[src/rtl/seg_pkg.sv]
// seg_pkg: active-low 7-segment glyph codes ({g,f,e,d,c,b,a}) shared by display logic.
package seg_pkg;
   typedef logic [6:0] glyph_t;
   localparam glyph_t GLYPH_BLANK = 7'h7F;
   localparam glyph_t GLYPH_0 = 7'h40;
   localparam glyph_t GLYPH_1 = 7'h79;
   localparam glyph_t GLYPH_2 = 7'h24;
   localparam glyph_t GLYPH_3 = 7'h30;
   localparam glyph_t GLYPH_4 = 7'h19;
   localparam glyph_t GLYPH_5 = 7'h12;
   localparam glyph_t GLYPH_6 = 7'h02;
   localparam glyph_t GLYPH_7 = 7'h78;
   localparam glyph_t GLYPH_8 = 7'h00;
   localparam glyph_t GLYPH_9 = 7'h10;
   localparam glyph_t GLYPH_A = 7'h08;
   localparam glyph_t GLYPH_B = 7'h03;
   localparam glyph_t GLYPH_C = 7'h46;
   localparam glyph_t GLYPH_D = 7'h21;
   localparam glyph_t GLYPH_E = 7'h06;
   localparam glyph_t GLYPH_F = 7'h0E;
   localparam glyph_t GLYPH_L = 7'h47;
   localparam glyph_t GLYPH_N = 7'h2B;
   localparam glyph_t GLYPH_O = 7'h23;
   localparam glyph_t GLYPH_P = 7'h0C;
   localparam glyph_t GLYPH_R = 7'h2F;
   localparam glyph_t GLYPH_S = 7'h12;
   localparam glyph_t GLYPH_T = 7'h07;
   localparam glyph_t GLYPH_U = 7'h41;
   localparam glyph_t GLYPH_W = 7'h55;
   localparam glyph_t GLYPH_G = 7'h10;
   localparam glyph_t HEX_TAB [16] = '{
      GLYPH_0, GLYPH_1, GLYPH_2, GLYPH_3, GLYPH_4, GLYPH_5, GLYPH_6, GLYPH_7,
      GLYPH_8, GLYPH_9, GLYPH_A, GLYPH_B, GLYPH_C, GLYPH_D, GLYPH_E, GLYPH_F
   };
   function automatic glyph_t hex_to_glyph(logic [3:0] h);
      return HEX_TAB[h];
   endfunction
endpackage

[src/rtl/seg_scroll_driver_if.sv]
// seg_scroll_driver_if: valid/ready glyph stream into the display driver.
interface seg_scroll_driver_if;
   import seg_pkg::*;
   glyph_t glyph_i;
   logic   glyph_valid_i;
   logic   glyph_last_i;
   logic   glyph_ready_o;
   modport master (output glyph_i, glyph_valid_i, glyph_last_i, input glyph_ready_o);
   modport slave (input glyph_i, glyph_valid_i, glyph_last_i, output glyph_ready_o);
endinterface

[src/rtl/tick_gen.sv]
// tick_gen: one-cycle tick every DIV cycles, counted from reset or the last clr.
module tick_gen #(
   parameter int DIV = 4
) (
   input  logic clk,
   input  logic rst,
   input  logic clr,
   output logic tick_o
);
   localparam int W = DIV > 1 ? $clog2(DIV) : 1;
   logic [W-1:0] cnt_q, cnt_d;
   always_comb begin
      tick_o = !clr && cnt_q == W'(DIV - 1);
      cnt_d = (clr || tick_o) ? '0 : cnt_q + W'(1);
   end
   always_ff @(posedge clk or posedge rst)
      if (rst) cnt_q <= '0;
      else cnt_q <= cnt_d;
endmodule

[src/rtl/seg_scroll_driver.sv]
// seg_scroll_driver: double-buffered glyph message loader driving a scanned,
// static or right-to-left scrolling 4-digit common-anode display.
module seg_scroll_driver
   import seg_pkg::*;
#(
   parameter int REFRESH_DIV = 65536,
   parameter int SCROLL_DIV  = 100_000_000,
   parameter int MSG_MAX     = 16
) (
   input  logic                clk,
   input  logic                rst,
   seg_scroll_driver_if.slave  glyph_if,
   input  logic                scroll_i,
   output glyph_t              seven_seg_o,
   output logic [3:0]          anode_o,
   output logic                dot_o,
   output logic                wrap_o,
   output logic                overflow_o
);
   localparam int W  = $clog2(MSG_MAX + 3);
   localparam int IW = $clog2(MSG_MAX);
   glyph_t       shadow_q [MSG_MAX];
   glyph_t       shadow_d [MSG_MAX];
   glyph_t       active_q [MSG_MAX];
   glyph_t       active_d [MSG_MAX];
   logic [W-1:0] wr_cnt_q, wr_cnt_d, len_q, len_d, pos_q, pos_d, eff_pos;
   logic [W:0]   idx;
   logic [1:0]   digit_q, digit_d;
   glyph_t       seg_q, seg_d;
   logic [3:0]   an_q, an_d;
   logic         ready_q, ovf_q, ovf_d, wrap_q, wrap_d;
   logic         accept, commit, fits, ref_tick, scr_tick, scr_clr;

   assign accept = glyph_if.glyph_valid_i && ready_q;
   assign commit = accept && glyph_if.glyph_last_i;
   assign fits = wr_cnt_q < W'(MSG_MAX);
   assign scr_clr = commit || !scroll_i;

   tick_gen #(.DIV(REFRESH_DIV)) u_refresh (.clk(clk), .rst(rst), .clr(1'b0), .tick_o(ref_tick));
   tick_gen #(.DIV(SCROLL_DIV)) u_scroll (.clk(clk), .rst(rst), .clr(scr_clr), .tick_o(scr_tick));

   // pos_q idles at 0 in static mode so re-entering scroll mode restarts the pass
   always_comb begin
      shadow_d = shadow_q;
      if (accept && fits) shadow_d[wr_cnt_q[IW-1:0]] = glyph_if.glyph_i;
      active_d = commit ? shadow_d : active_q;
      wr_cnt_d = commit ? '0 : (accept && fits) ? wr_cnt_q + W'(1) : wr_cnt_q;
      len_d = !commit ? len_q : fits ? wr_cnt_q + W'(1) : W'(MSG_MAX);
      ovf_d = ovf_q || (accept && !fits);
      wrap_d = scr_tick && pos_q == len_q + W'(2);
      pos_d = (commit || !scroll_i || wrap_d) ? '0 : scr_tick ? pos_q + W'(1) : pos_q;
      digit_d = digit_q + {1'b0, ref_tick};
      eff_pos = scroll_i ? pos_q : W'(3);
      idx = {1'b0, eff_pos} - {{(W - 1){1'b0}}, digit_q};
      seg_d = (idx[W] || idx[W-1:0] >= len_q) ? GLYPH_BLANK : active_q[idx[IW-1:0]];
      an_d = ~(4'b0001 << digit_q);
   end

   always_ff @(posedge clk or posedge rst)
      if (rst) begin
         shadow_q <= '{default: GLYPH_BLANK};
         active_q <= '{default: GLYPH_BLANK};
         wr_cnt_q <= '0;
         len_q <= '0;
         pos_q <= '0;
         digit_q <= '0;
         seg_q <= GLYPH_BLANK;
         an_q <= 4'b1111;
         ready_q <= 1'b0;
         ovf_q <= 1'b0;
         wrap_q <= 1'b0;
      end else begin
         shadow_q <= shadow_d;
         active_q <= active_d;
         wr_cnt_q <= wr_cnt_d;
         len_q <= len_d;
         pos_q <= pos_d;
         digit_q <= digit_d;
         seg_q <= seg_d;
         an_q <= an_d;
         ready_q <= 1'b1;
         ovf_q <= ovf_d;
         wrap_q <= wrap_d;
      end

   assign glyph_if.glyph_ready_o = ready_q;
   assign seven_seg_o = seg_q;
   assign anode_o = an_q;
   assign dot_o = 1'b1;
   assign wrap_o = wrap_q;
   assign overflow_o = ovf_q;
endmodule

[src/flat_wrapper.sv]
// flat-port wrapper written by rule: the top's interface ports become plain ports
module seg_scroll_driver_flat import seg_pkg::*;
#(
   parameter int REFRESH_DIV = 65536,
   parameter int SCROLL_DIV  = 100_000_000,
   parameter int MSG_MAX     = 16
)
  (clk, rst, scroll_i, seven_seg_o, anode_o, dot_o, wrap_o, overflow_o, glyph_if_glyph_i, glyph_if_glyph_valid_i, glyph_if_glyph_last_i, glyph_if_glyph_ready_o);
  seg_scroll_driver_if glyph_if_i ();
  input  logic clk;
  input  logic rst;
  input  logic scroll_i;
  output glyph_t seven_seg_o;
  output logic [3:0] anode_o;
  output logic dot_o;
  output logic wrap_o;
  output logic overflow_o;
  input wire logic [$bits(glyph_if_i.glyph_i)-1:0] glyph_if_glyph_i;
  input wire logic [$bits(glyph_if_i.glyph_valid_i)-1:0] glyph_if_glyph_valid_i;
  input wire logic [$bits(glyph_if_i.glyph_last_i)-1:0] glyph_if_glyph_last_i;
  output wire logic [$bits(glyph_if_i.glyph_ready_o)-1:0] glyph_if_glyph_ready_o;
  assign glyph_if_i.glyph_i = glyph_if_glyph_i;
  assign glyph_if_i.glyph_valid_i = glyph_if_glyph_valid_i;
  assign glyph_if_i.glyph_last_i = glyph_if_glyph_last_i;
  assign glyph_if_glyph_ready_o = glyph_if_i.glyph_ready_o;
  seg_scroll_driver #(.REFRESH_DIV(REFRESH_DIV), .SCROLL_DIV(SCROLL_DIV), .MSG_MAX(MSG_MAX)) u_core (.clk(clk), .rst(rst), .glyph_if(glyph_if_i), .scroll_i(scroll_i), .seven_seg_o(seven_seg_o), .anode_o(anode_o), .dot_o(dot_o), .wrap_o(wrap_o), .overflow_o(overflow_o));
endmodule
[config.mk]
export PLATFORM = sky130hd
export DESIGN_NAME = seg_scroll_driver_flat
export DESIGN_NICKNAME = d
export VERILOG_FILES = /design/src/rtl/seg_pkg.sv /design/src/rtl/seg_scroll_driver_if.sv /design/src/rtl/tick_gen.sv /design/src/rtl/seg_scroll_driver.sv /design/src/flat_wrapper.sv
export SDC_FILE = /design/constraint.sdc
export NUM_CORES = 1
export LEC_CHECK = 0
export CAP_MARGIN = 20
export CELL_PAD_IN_SITES_DETAIL_PLACEMENT = 1
export CELL_PAD_IN_SITES_GLOBAL_PLACEMENT = 1
export CORE_ASPECT_RATIO = 1.1
export CORE_UTILIZATION = 54
export CTS_BUF_LIST = sky130_fd_sc_hd__clkbuf_4
export DETAILED_ROUTE_END_ITERATION = 10
export HOLD_SLACK_MARGIN = 0.06
export PLACE_DENSITY_LB_ADDON = 0.1
export SLEW_MARGIN = 25
export SYNTH_ARGS = -nofsm -noshare
export SYNTH_HDL_FRONTEND = slang
export SYNTH_SLANG_ARGS = --single-unit
[constraint.sdc]
create_clock -name clk -period 11.2 [get_ports clk]
set_input_delay 1.68 -clock clk [delete_from_list [all_inputs] [get_ports clk]]
set_output_delay 1.68 -clock clk [all_outputs]
set_load 0.05 [all_outputs]
==> results of run 1 <==
[state kept, by name, indices dropped and copies added, names as in the netlist, 4 cells and up]
name and flops:
u_core.wr_cnt_q 5, u_core.u_scroll.cnt_q 27, u_core.len_q 5, u_core.seven_seg_o 7, u_core.active_q 112, u_core.anode_o 4
u_core.pos_q 5, u_core.u_refresh.cnt_q 16, u_core.shadow_q 112
[report_power, final]
group | switching [uW] | internal [uW] | total, uW
Clock | 450 | 480 | 930
Combinational | 157 | 112 | 268
Sequential | 52.4 | 1220 | 1270
[per-stage QoR]
step	cell area, um2	cells	hold WS [ns]	utilization
after floorplan	13200	968	0.437	-
after global placement	13700	1259	0.453	0.574
after detailed placement	13700	1260	0.455	0.575
after CTS	14700	1400	0.465	0.616
after global routing	14700	1402	0.474	0.618
final	14700	1402	0.464	0.618
[Yosys cell counts (all sizes together), types with 3 or more instances]
cell type and n:
inv 18, nand3 27, dfstp 235, o22a 7, xnor2 23, xor2 25, a21oi 6, ha 17
nor2 57, nand2b 9, o21ai 12, mux2 210, and3 7, mux4 28, buf 18, nor4 4
o22ai 4, nand4 14, nand2 120, nor2b 3, dfrtp 63, clkbuf 25, nor3 8
[cells by family (layout without fill, tap and decap cells)]
group,after synthesis,in the layout,synth area share
compound gates,43,43,0.0236
xor+xnor,48,48,0.0318
fa+ha+maj,18,18,0.0176
buf+inv,61,189,0.0197
flops,298,298,0.587
mux,238,238,0.227
other cells,1,3,0.000284
simple gates,260,260,0.0931
[metal layers]
| metal | global-route usage | wire length [um] |
|---|---|---|
| met1 | 0.313 | 12400 |
| met2 | 0.433 | 15500 |
| met3 | 0.0467 | 931 |
| met4 | 0.0935 | 600 |
| met5 | 0 | 0 |
[critical path: stages]
cell             delay [ns]
clkdlybuf4s50_1        0.66
nor2b_1                0.32
ha_4                   0.17
inv_1                  0.06
fa_2                   1.16
ha_1                   0.38
a211o_1                0.26
o2111ai_1              0.10
nand4b_1               0.37
o22a_1                 0.33
[cell usage in the layout, fill, tap and decap left out, types with 6 or more instances in the layout]
| cell type | instances |
|---|---|
| nand3_1 | 26 |
| mux2_2 | 206 |
| clkinv_2 | 6 |
| and3_1 | 6 |
| ha_1 | 16 |
| xnor2_1 | 23 |
| nand2_1 | 120 |
| a21oi_1 | 6 |
| inv_1 | 17 |
| clkbuf_4 | 110 |
| nor2_1 | 45 |
| dfrtp_1 | 63 |
| clkdlybuf4s50_1 | 25 |
| mux4_2 | 28 |
| nand4_1 | 13 |
| clkinv_1 | 19 |
| o22a_1 | 7 |
| xor2_1 | 25 |
| dfstp_2 | 235 |
| nor2_2 | 9 |
| o21ai_0 | 12 |
| nand2b_1 | 9 |
| nor3_1 | 8 |
[how the worst max path moves through the flow]
stage	from	to	slack (ns)	cells past startpoint
floorplan	rst	u_core.digit_q[0]$_DFF_PP0_	1.68	1
CTS	scroll_i	u_core.seven_seg_o[1]$_DFF_PP1_	6.38	10
finish	scroll_i	u_core.seven_seg_o[0]$_DFF_PP1_	6.26	10
global placement	scroll_i	u_core.seven_seg_o[4]$_DFF_PP1_	5.88	10
global route	scroll_i	u_core.seven_seg_o[0]$_DFF_PP1_	6.13	10
detailed placement	scroll_i	u_core.seven_seg_o[4]$_DFF_PP1_	5.68	10
[final cells by class]
type / count / area share
sequential: 298 / 0.526
multi-input combinational: 609 / 0.355
clock buffer: 110 / 0.0560
tap: 305 / 0.0259
timing repair buffer: 31 / 0.0216
clock inverter: 30 / 0.0104
inverter: 18 / 0.00509
antenna: 1 / 0.000170
==> impl_results.html, run 1 <==
<table>
<tr><th>Metric</th><th>Value</th></tr>
<tr><th colspan="2">Outcome</th></tr>
<tr><td>Result of the run</td><td>completed</td></tr>
<tr><th colspan="2">Critical path</th></tr>
<tr><td>Endpoint of the most critical register-to-register path</td><td>u_core.seven_seg_o[0]$_DFF_PP1_</td></tr>
<tr><td>Startpoint of the most critical register-to-register path</td><td>u_core.pos_q[0]$_DFFE_PP0P_</td></tr>
<tr><td>Reg-to-reg setup timing slack</td><td>7.54 ns</td></tr>
<tr><td>Required time worst endpoint</td><td>11.77 ns</td></tr>
<tr><td>Critical path data arrival time</td><td>5.51 ns</td></tr>
<tr><td>Kind of critical path</td><td>input port to register</td></tr>
<tr><td>Depth of the worst register-to-register path</td><td>9</td></tr>
<tr><td>CP endpoint kind</td><td>register</td></tr>
<tr><td>Crit path launch type</td><td>input port</td></tr>
<tr><td>Crit Path Max Fanout</td><td>29</td></tr>
<tr><th colspan="2">Placed design</th></tr>
<tr><td>Global placer's final weighted congestion</td><td>0.804</td></tr>
<tr><td>DP Wirelength</td><td>19,200 um</td></tr>
<tr><td>Worst Setup Slack post-DPL</td><td>5.68 ns</td></tr>
<tr><td>Count of port buffers added during placement</td><td>25</td></tr>
<tr><th colspan="2">Route</th></tr>
<tr><td>Count of antenna-violating nets left after detailed routing</td><td>0</td></tr>
<tr><td>TritonRoute pass-1 iters</td><td>4</td></tr>
<tr><td>Via total after detailed routing</td><td>7,967</td></tr>
<tr><td>Number of design-rule violations left by the first detailed-router iteration</td><td>286</td></tr>
<tr><td>Average routed wire per standard cell</td><td>21.0 um</td></tr>
<tr><td>Average vias per placed instance</td><td>5.68</td></tr>
<tr><td>Overall routed net length</td><td>29,400 um</td></tr>
<tr><td>Total DRC errors in the routed layout</td><td>0</td></tr>
<tr><th colspan="2">Clocking</th></tr>
<tr><td>Number of buffers created by CTS</td><td>80</td></tr>
<tr><td>Clock tree root buffer cell</td><td>clkbuf_4</td></tr>
<tr><td>Clock network latency to the later pin of the worst-skew pair</td><td>0.68 ns</td></tr>
<tr><td>CTS H-Tree Depth</td><td>3</td></tr>
<tr><td>Clock transition at path regs</td><td>0.07 ns</td></tr>
<tr><td>Max Root-Sink Buffers</td><td>3</td></tr>
<tr><td># resized after CTS</td><td>0</td></tr>
<tr><td>Clock tree from TritonCTS</td><td>done</td></tr>
<tr><td>Number of buffers inserted by post-CTS setup repair</td><td>0</td></tr>
<tr><td>Hold-fix buffers, CTS</td><td>0</td></tr>
<tr><td>Total clock sinks</td><td>298</td></tr>
<tr><th colspan="2">Min path</th></tr>
<tr><td>Hold depth</td><td>2</td></tr>
<tr><td>Worst hold path class</td><td>register to register</td></tr>
<tr><td>Startpoint of the lowest-slack hold path</td><td>u_core.active_q[98]$_DFFE_PP1P_</td></tr>
<tr><td>Endpoint with the worst hold slack</td><td>u_core.active_q[98]$_DFFE_PP1P_</td></tr>
<tr><th colspan="2">Flow run</th></tr>
<tr><td>Number of maximum-capacitance constraint violations</td><td>0</td></tr>
<tr><th colspan="2">STA</th></tr>
<tr><td>Total count of hold-check failures in the final report</td><td>0</td></tr>
<tr><td>Setup repair after global routing missed its margin</td><td>false</td></tr>
<tr><td>Minimum setup slack in the final design</td><td>6.26 ns</td></tr>
<tr><td>Time the worst path needs with I/O delays and setup</td><td>4.94 ns</td></tr>
<tr><td>TNS Setup</td><td>0 ns</td></tr>
<tr><td>Headroom to the max-slew limit</td><td>0.370</td></tr>
<tr><td>Final setup skew</td><td>0.0418 ns</td></tr>
<tr><td>Slew Viols, Final</td><td>0</td></tr>
<tr><td>Share of the clock period used by the worst path after layout</td><td>0.441</td></tr>
<tr><td>Highest attainable clock frequency</td><td>203 MHz</td></tr>
<tr><td>Final count of negative-setup-slack endpoints</td><td>0</td></tr>
<tr><td>Slew @ Worst Pin</td><td>0.945 ns</td></tr>
<tr><th colspan="2">Floorplan</th></tr>
<tr><td>Floorplan die width</td><td>151 um</td></tr>
<tr><td>Total Die Area</td><td>25,100 um2</td></tr>
<tr><td>Area of the core</td><td>23,800 um2</td></tr>
<tr><td>Row Count</td><td>59</td></tr>
<tr><td>Initial Util</td><td>0.554</td></tr>
<tr><td>Total I/O pin count</td><td>27</td></tr>
<tr><td>Die boundary height</td><td>166 um</td></tr>
<tr><th colspan="2">Global route</th></tr>
<tr><td>GRT Overall Usage</td><td>0.252</td></tr>
<tr><td>Total grt overflow</td><td>0</td></tr>
<tr><td>Wire length of the first global-routing pass</td><td>48,300 um</td></tr>
<tr><td>Largest net degree at the start of global routing</td><td>137</td></tr>
<tr><td>Vias in the first global route</td><td>9,128</td></tr>
<tr><td>Initial antenna violation count</td><td>1</td></tr>
<tr><th colspan="2">Synthesis</th></tr>
<tr><td>Cells after synthesis</td><td>967</td></tr>
<tr><td>Share of synthesized area occupied by flip-flops and latches</td><td>0.587</td></tr>
<tr><td>Synthesized area</td><td>13,200 um2</td></tr>
<tr><td>Area share of the leading cell type in the synthesized netlist</td><td>0.468</td></tr>
<tr><td>Async S/R FF share, synth</td><td>1.00</td></tr>
<tr><td>Number of register bits inferred by synthesis</td><td>298</td></tr>
<tr><td>Yosys warns</td><td>0</td></tr>
<tr><td>Synth unique cells</td><td>56</td></tr>
<tr><td>Biggest area consumer among synthesized cells</td><td>dfstp_2</td></tr>
<tr><td>Syn avg cell area</td><td>13.7 um2</td></tr>
<tr><td>Main area contributors after synthesis</td><td>dfstp_2 47%, mux2_2 18%, dfrtp_1 12%, mux4_2 4.8%, nand2_1 3.4%</td></tr>
<tr><td>Post-synth EDFFs</td><td>0</td></tr>
<tr><td>Dominant register cell in the synthesized netlist</td><td>dfstp_2</td></tr>
<tr><th colspan="2">Finish</th></tr>
<tr><td>Fraction of final layout cells with drive strength greater than 1</td><td>0.566</td></tr>
<tr><td>Final Net Count</td><td>1,068</td></tr>
<tr><td>Area taken by flip-flops and latches</td><td>7750 um2</td></tr>
<tr><td>FILL cells</td><td>2,339</td></tr>
<tr><td>Multi-input gate area</td><td>5230 um2</td></tr>
<tr><td>Area growth from synthesis to final layout</td><td>11.6%</td></tr>
<tr><th colspan="2">Power</th></tr>
<tr><td>Leakage power</td><td>0.00619 uW</td></tr>
<tr><td>PnR Total Power</td><td>2470 uW</td></tr>
<tr><td>Total power divided by cell area</td><td>168 nW/um2</td></tr>
<tr><td>Worst IR Drop VDD</td><td>0.104 mV</td></tr>
</table>
(Power assumes the default switching activity.)
==> run 2, diff against run 1 <==
--- a/config.mk
+++ b/config.mk
@@ -9,7 +9,7 @@
 export CELL_PAD_IN_SITES_DETAIL_PLACEMENT = 1
 export CELL_PAD_IN_SITES_GLOBAL_PLACEMENT = 1
 export CORE_ASPECT_RATIO = 1.1
-export CORE_UTILIZATION = 54
+export CORE_UTILIZATION = 49
 export CTS_BUF_LIST = sky130_fd_sc_hd__clkbuf_4
 export DETAILED_ROUTE_END_ITERATION = 10
 export HOLD_SLACK_MARGIN = 0.06
==> constraint.sdc (replaced) <==
create_clock -name clk -period 4.38 [get_ports clk]
set_input_delay 0.657 -clock clk [delete_from_list [all_inputs] [get_ports clk]]
set_output_delay 0.657 -clock clk [all_outputs]
set_load 0.05 [all_outputs]
==> run 2 against run 1 <==
  * Combinational power increased to 2.6 times the previous value
  * Count of clock-buffer cells in the layout is 18 higher
  * Non-clock buffer count is 5 higher
  * Global-route usage decreased by 2.1 points
  * Critical path depth increased by 1
==> impl_results.html, run 2 (synthesis results as in run 1) <==
<table>
<tr><th>Metric</th><th>Value</th></tr>
<tr><th colspan="2">Outcome</th></tr>
<tr><td>Result of the run</td><td>completed</td></tr>
<tr><th colspan="2">Finish</th></tr>
<tr><td>Largest registers in the final layout</td><td>u_core.active_q: 112 flops, u_core.shadow_q: 112 flops, u_core.u_scroll.cnt_q: 27 flops</td></tr>
<tr><td>Summed area of non-filler cells in the final layout</td><td>14,900 um2</td></tr>
<tr><td>Commonest non-fill, non-tap cell in the layout</td><td>dfstp_2</td></tr>
<tr><td>Post-layout utilization of the core</td><td>0.567</td></tr>
<tr><td>Final Net Count</td><td>1,072</td></tr>
<tr><td>Most frequent cells in the layout</td><td>235 x dfstp_2, 206 x mux2_2, 128 x clkbuf_4, 120 x nand2_1, 63 x dfrtp_1</td></tr>
<tr><td>FILL cells</td><td>2,580</td></tr>
<tr><td>Fraction of final layout cells with drive strength greater than 1</td><td>0.579</td></tr>
<tr><td>Area growth from synthesis to final layout</td><td>12.9%</td></tr>
<tr><th colspan="2">Route</th></tr>
<tr><td>Via total after detailed routing</td><td>7,844</td></tr>
<tr><td>TritonRoute pass-1 iters</td><td>4</td></tr>
<tr><td>Total DRC errors in the routed layout</td><td>0</td></tr>
<tr><td>Average routed wire per standard cell</td><td>20.1 um</td></tr>
<tr><td>Count of antenna-violating nets left after detailed routing</td><td>0</td></tr>
<tr><td>Overall routed net length</td><td>29,200 um</td></tr>
<tr><td>Average vias per placed instance</td><td>5.39</td></tr>
<tr><td>Number of design-rule violations left by the first detailed-router iteration</td><td>351</td></tr>
<tr><th colspan="2">Placed design</th></tr>
<tr><td>DP Wirelength</td><td>18,300 um</td></tr>
<tr><td>Post-place instance area</td><td>13,900 um2</td></tr>
<tr><td>Global placer's final weighted congestion</td><td>0.743</td></tr>
<tr><td>Count of port buffers added during placement</td><td>25</td></tr>
<tr><th colspan="2">Global route</th></tr>
<tr><td>Initial antenna violation count</td><td>1</td></tr>
<tr><td>Largest net degree at the start of global routing</td><td>131</td></tr>
<tr><td>Wire length of the first global-routing pass</td><td>48,200 um</td></tr>
<tr><td>GRT Overall Usage</td><td>0.230</td></tr>
<tr><td>Total grt overflow</td><td>0</td></tr>
<tr><td>Vias in the first global route</td><td>8,843</td></tr>
<tr><th colspan="2">Floorplan</th></tr>
<tr><td>Floorplan die width</td><td>159 um</td></tr>
<tr><td>Total Die Area</td><td>27,600 um2</td></tr>
<tr><td>Initial Util</td><td>0.502</td></tr>
<tr><td>Area of the core</td><td>26,300 um2</td></tr>
<tr><td>Die boundary height</td><td>174 um</td></tr>
<tr><td>Row Count</td><td>62</td></tr>
<tr><td>Total I/O pin count</td><td>27</td></tr>
<tr><th colspan="2">Critical path</th></tr>
<tr><td>Kind of critical path</td><td>input port to register</td></tr>
<tr><td>Crit Path Max Fanout</td><td>9</td></tr>
<tr><td>CP endpoint kind</td><td>register</td></tr>
<tr><td>Crit path launch type</td><td>input port</td></tr>
<tr><td>Required time worst endpoint</td><td>4.96 ns</td></tr>
<tr><td>Critical path data arrival time</td><td>3.75 ns</td></tr>
<tr><th colspan="2">STA</th></tr>
<tr><td>Slew @ Worst Pin</td><td>0.799 ns</td></tr>
<tr><td>Headroom to the max-slew limit</td><td>0.467</td></tr>
<tr><td>Highest attainable clock frequency</td><td>315 MHz</td></tr>
<tr><td>Share of the clock period used by the worst path after layout</td><td>0.724</td></tr>
<tr><td>Setup repair after global routing missed its margin</td><td>false</td></tr>
<tr><td>Final setup skew</td><td>0.0372 ns</td></tr>
<tr><td>Total count of hold-check failures in the final report</td><td>0</td></tr>
<tr><td>Time the worst path needs with I/O delays and setup</td><td>3.17 ns</td></tr>
<tr><td>Slew Viols, Final</td><td>0</td></tr>
<tr><td>Worst hold slack across all endpoints</td><td>0.360 ns</td></tr>
<tr><td>Final count of negative-setup-slack endpoints</td><td>0</td></tr>
<tr><th colspan="2">Clocking</th></tr>
<tr><td># resized after CTS</td><td>0</td></tr>
<tr><td>Clock tree from TritonCTS</td><td>done</td></tr>
<tr><td>Number of buffers inserted by post-CTS setup repair</td><td>0</td></tr>
<tr><td>CTS H-Tree Depth</td><td>3</td></tr>
<tr><td>Number of buffers created by CTS</td><td>79</td></tr>
<tr><td>Clock transition at path regs</td><td>0.07 ns</td></tr>
<tr><td>Total clock sinks</td><td>298</td></tr>
<tr><td>Hold-fix buffers, CTS</td><td>0</td></tr>
<tr><td>Clock network latency to the later pin of the worst-skew pair</td><td>0.68 ns</td></tr>
<tr><td>Clock tree root buffer cell</td><td>clkbuf_4</td></tr>
<tr><td>Max Root-Sink Buffers</td><td>3</td></tr>
<tr><th colspan="2">Power</th></tr>
<tr><td>Total power divided by cell area</td><td>431 nW/um2</td></tr>
<tr><td>Leakage power</td><td>0.00626 uW</td></tr>
<tr><td>Worst IR Drop VDD</td><td>0.237 mV</td></tr>
<tr><th colspan="2">Flow run</th></tr>
<tr><td>Number of maximum-capacitance constraint violations</td><td>0</td></tr>
<tr><th colspan="2">Min path</th></tr>
<tr><td>Worst hold path class</td><td>input port to asynchronous set/reset pin</td></tr>
</table>
run 2: cell count changes in the layout (fill, tap and decap cells not counted), moves of 3 or more:
cell / before / now
clkinv_1: 19 / 6
buf_4: 2 / 6
buf_6: 3 / 0
clkinv_2: 6 / 1
buf_12: 1 / 5
clkbuf_4: 110 / 128
run 2: area by class of cell:
type / count / area [um2] / share of cell area
flip-flops and latches: 298 / 7750 / 0.520
inverters: 18 / 71.3 / 0.00478
multi-input cells: 609 / 5210 / 0.349
repair buffers: 36 / 395 / 0.0265
well taps: 352 / 440 / 0.0295
clock buffers: 128 / 961 / 0.0644
clock inverters: 12 / 81.3 / 0.00545
diodes: 1 / 2.50 / 0.000168
run 2: path summary, 6_finish.rpt:
path | startpoint | endpoint | slack (ns) | depth (start not counted)
setup / recovery | scroll_i | u_core.seven_seg_o[2]$_DFF_PP1_ | 1.21 | 11
hold / removal | rst | u_core.wr_cnt_q[4]$_DFFE_PP0P_ | 0.36 | 2
max in group asynchronous | rst | u_core.shadow_q[82]$_DFF_PP1_ | 3.02 | 3
min in group clk | u_core.active_q[101]$_DFFE_PP1P_ | u_core.active_q[101]$_DFFE_PP1P_ | 0.46 | 2
setup reg to reg | u_core.pos_q[0]$_DFFE_PP0P_ | u_core.seven_seg_o[2]$_DFF_PP1_ | 1.42 | 10
hold reg to reg | u_core.active_q[101]$_DFFE_PP1P_ | u_core.active_q[101]$_DFFE_PP1P_ | 0.46 | 2
run 2: stage by stage:
stage | power (uW) | std cells | setup TNS, ns | worst slack [ns]
finish | 6420 | 1454 | 0 | 1.21
global route | 6770 | 1454 | 0 | 1.12
CTS | 6550 | 1453 | 0 | 1.28
detailed placement | 3980 | 1313 | 0 | 0.557
global placement | 3950 | 1313 | 0 | 0.631
floorplan | 3740 | 968 | -2.79 | -0.0442
run 2: where the power goes:
group	internal [uW]	total [uW]	switching (uW)	leakage [uW]
Sequential	3120	3240	118	0.00328
Combinational	289	686	397	0.00236
Clock	1380	2490	1120	0.000629
run 2: worst max-delay path, stage by stage:
cell             delay [ns]
clkdlybuf4s50_1        0.64
nor2b_1                0.18
ha_2                   0.17
inv_1                  0.06
fa_2                   0.37
nor2b_1                0.15
o32ai_1                0.28
ha_1                   0.29
a21oi_1                0.20
nand4b_1               0.40
o22a_1                 0.36
run 2: metal layers:
layer  up-vias  part of all wire  track usage
li1       3575                 -            -
met1      4116              0.44        0.299
met2       119              0.50        0.380
met3        34             0.044       0.0553
met4         0             0.016       0.0685
met5         -                 0            0
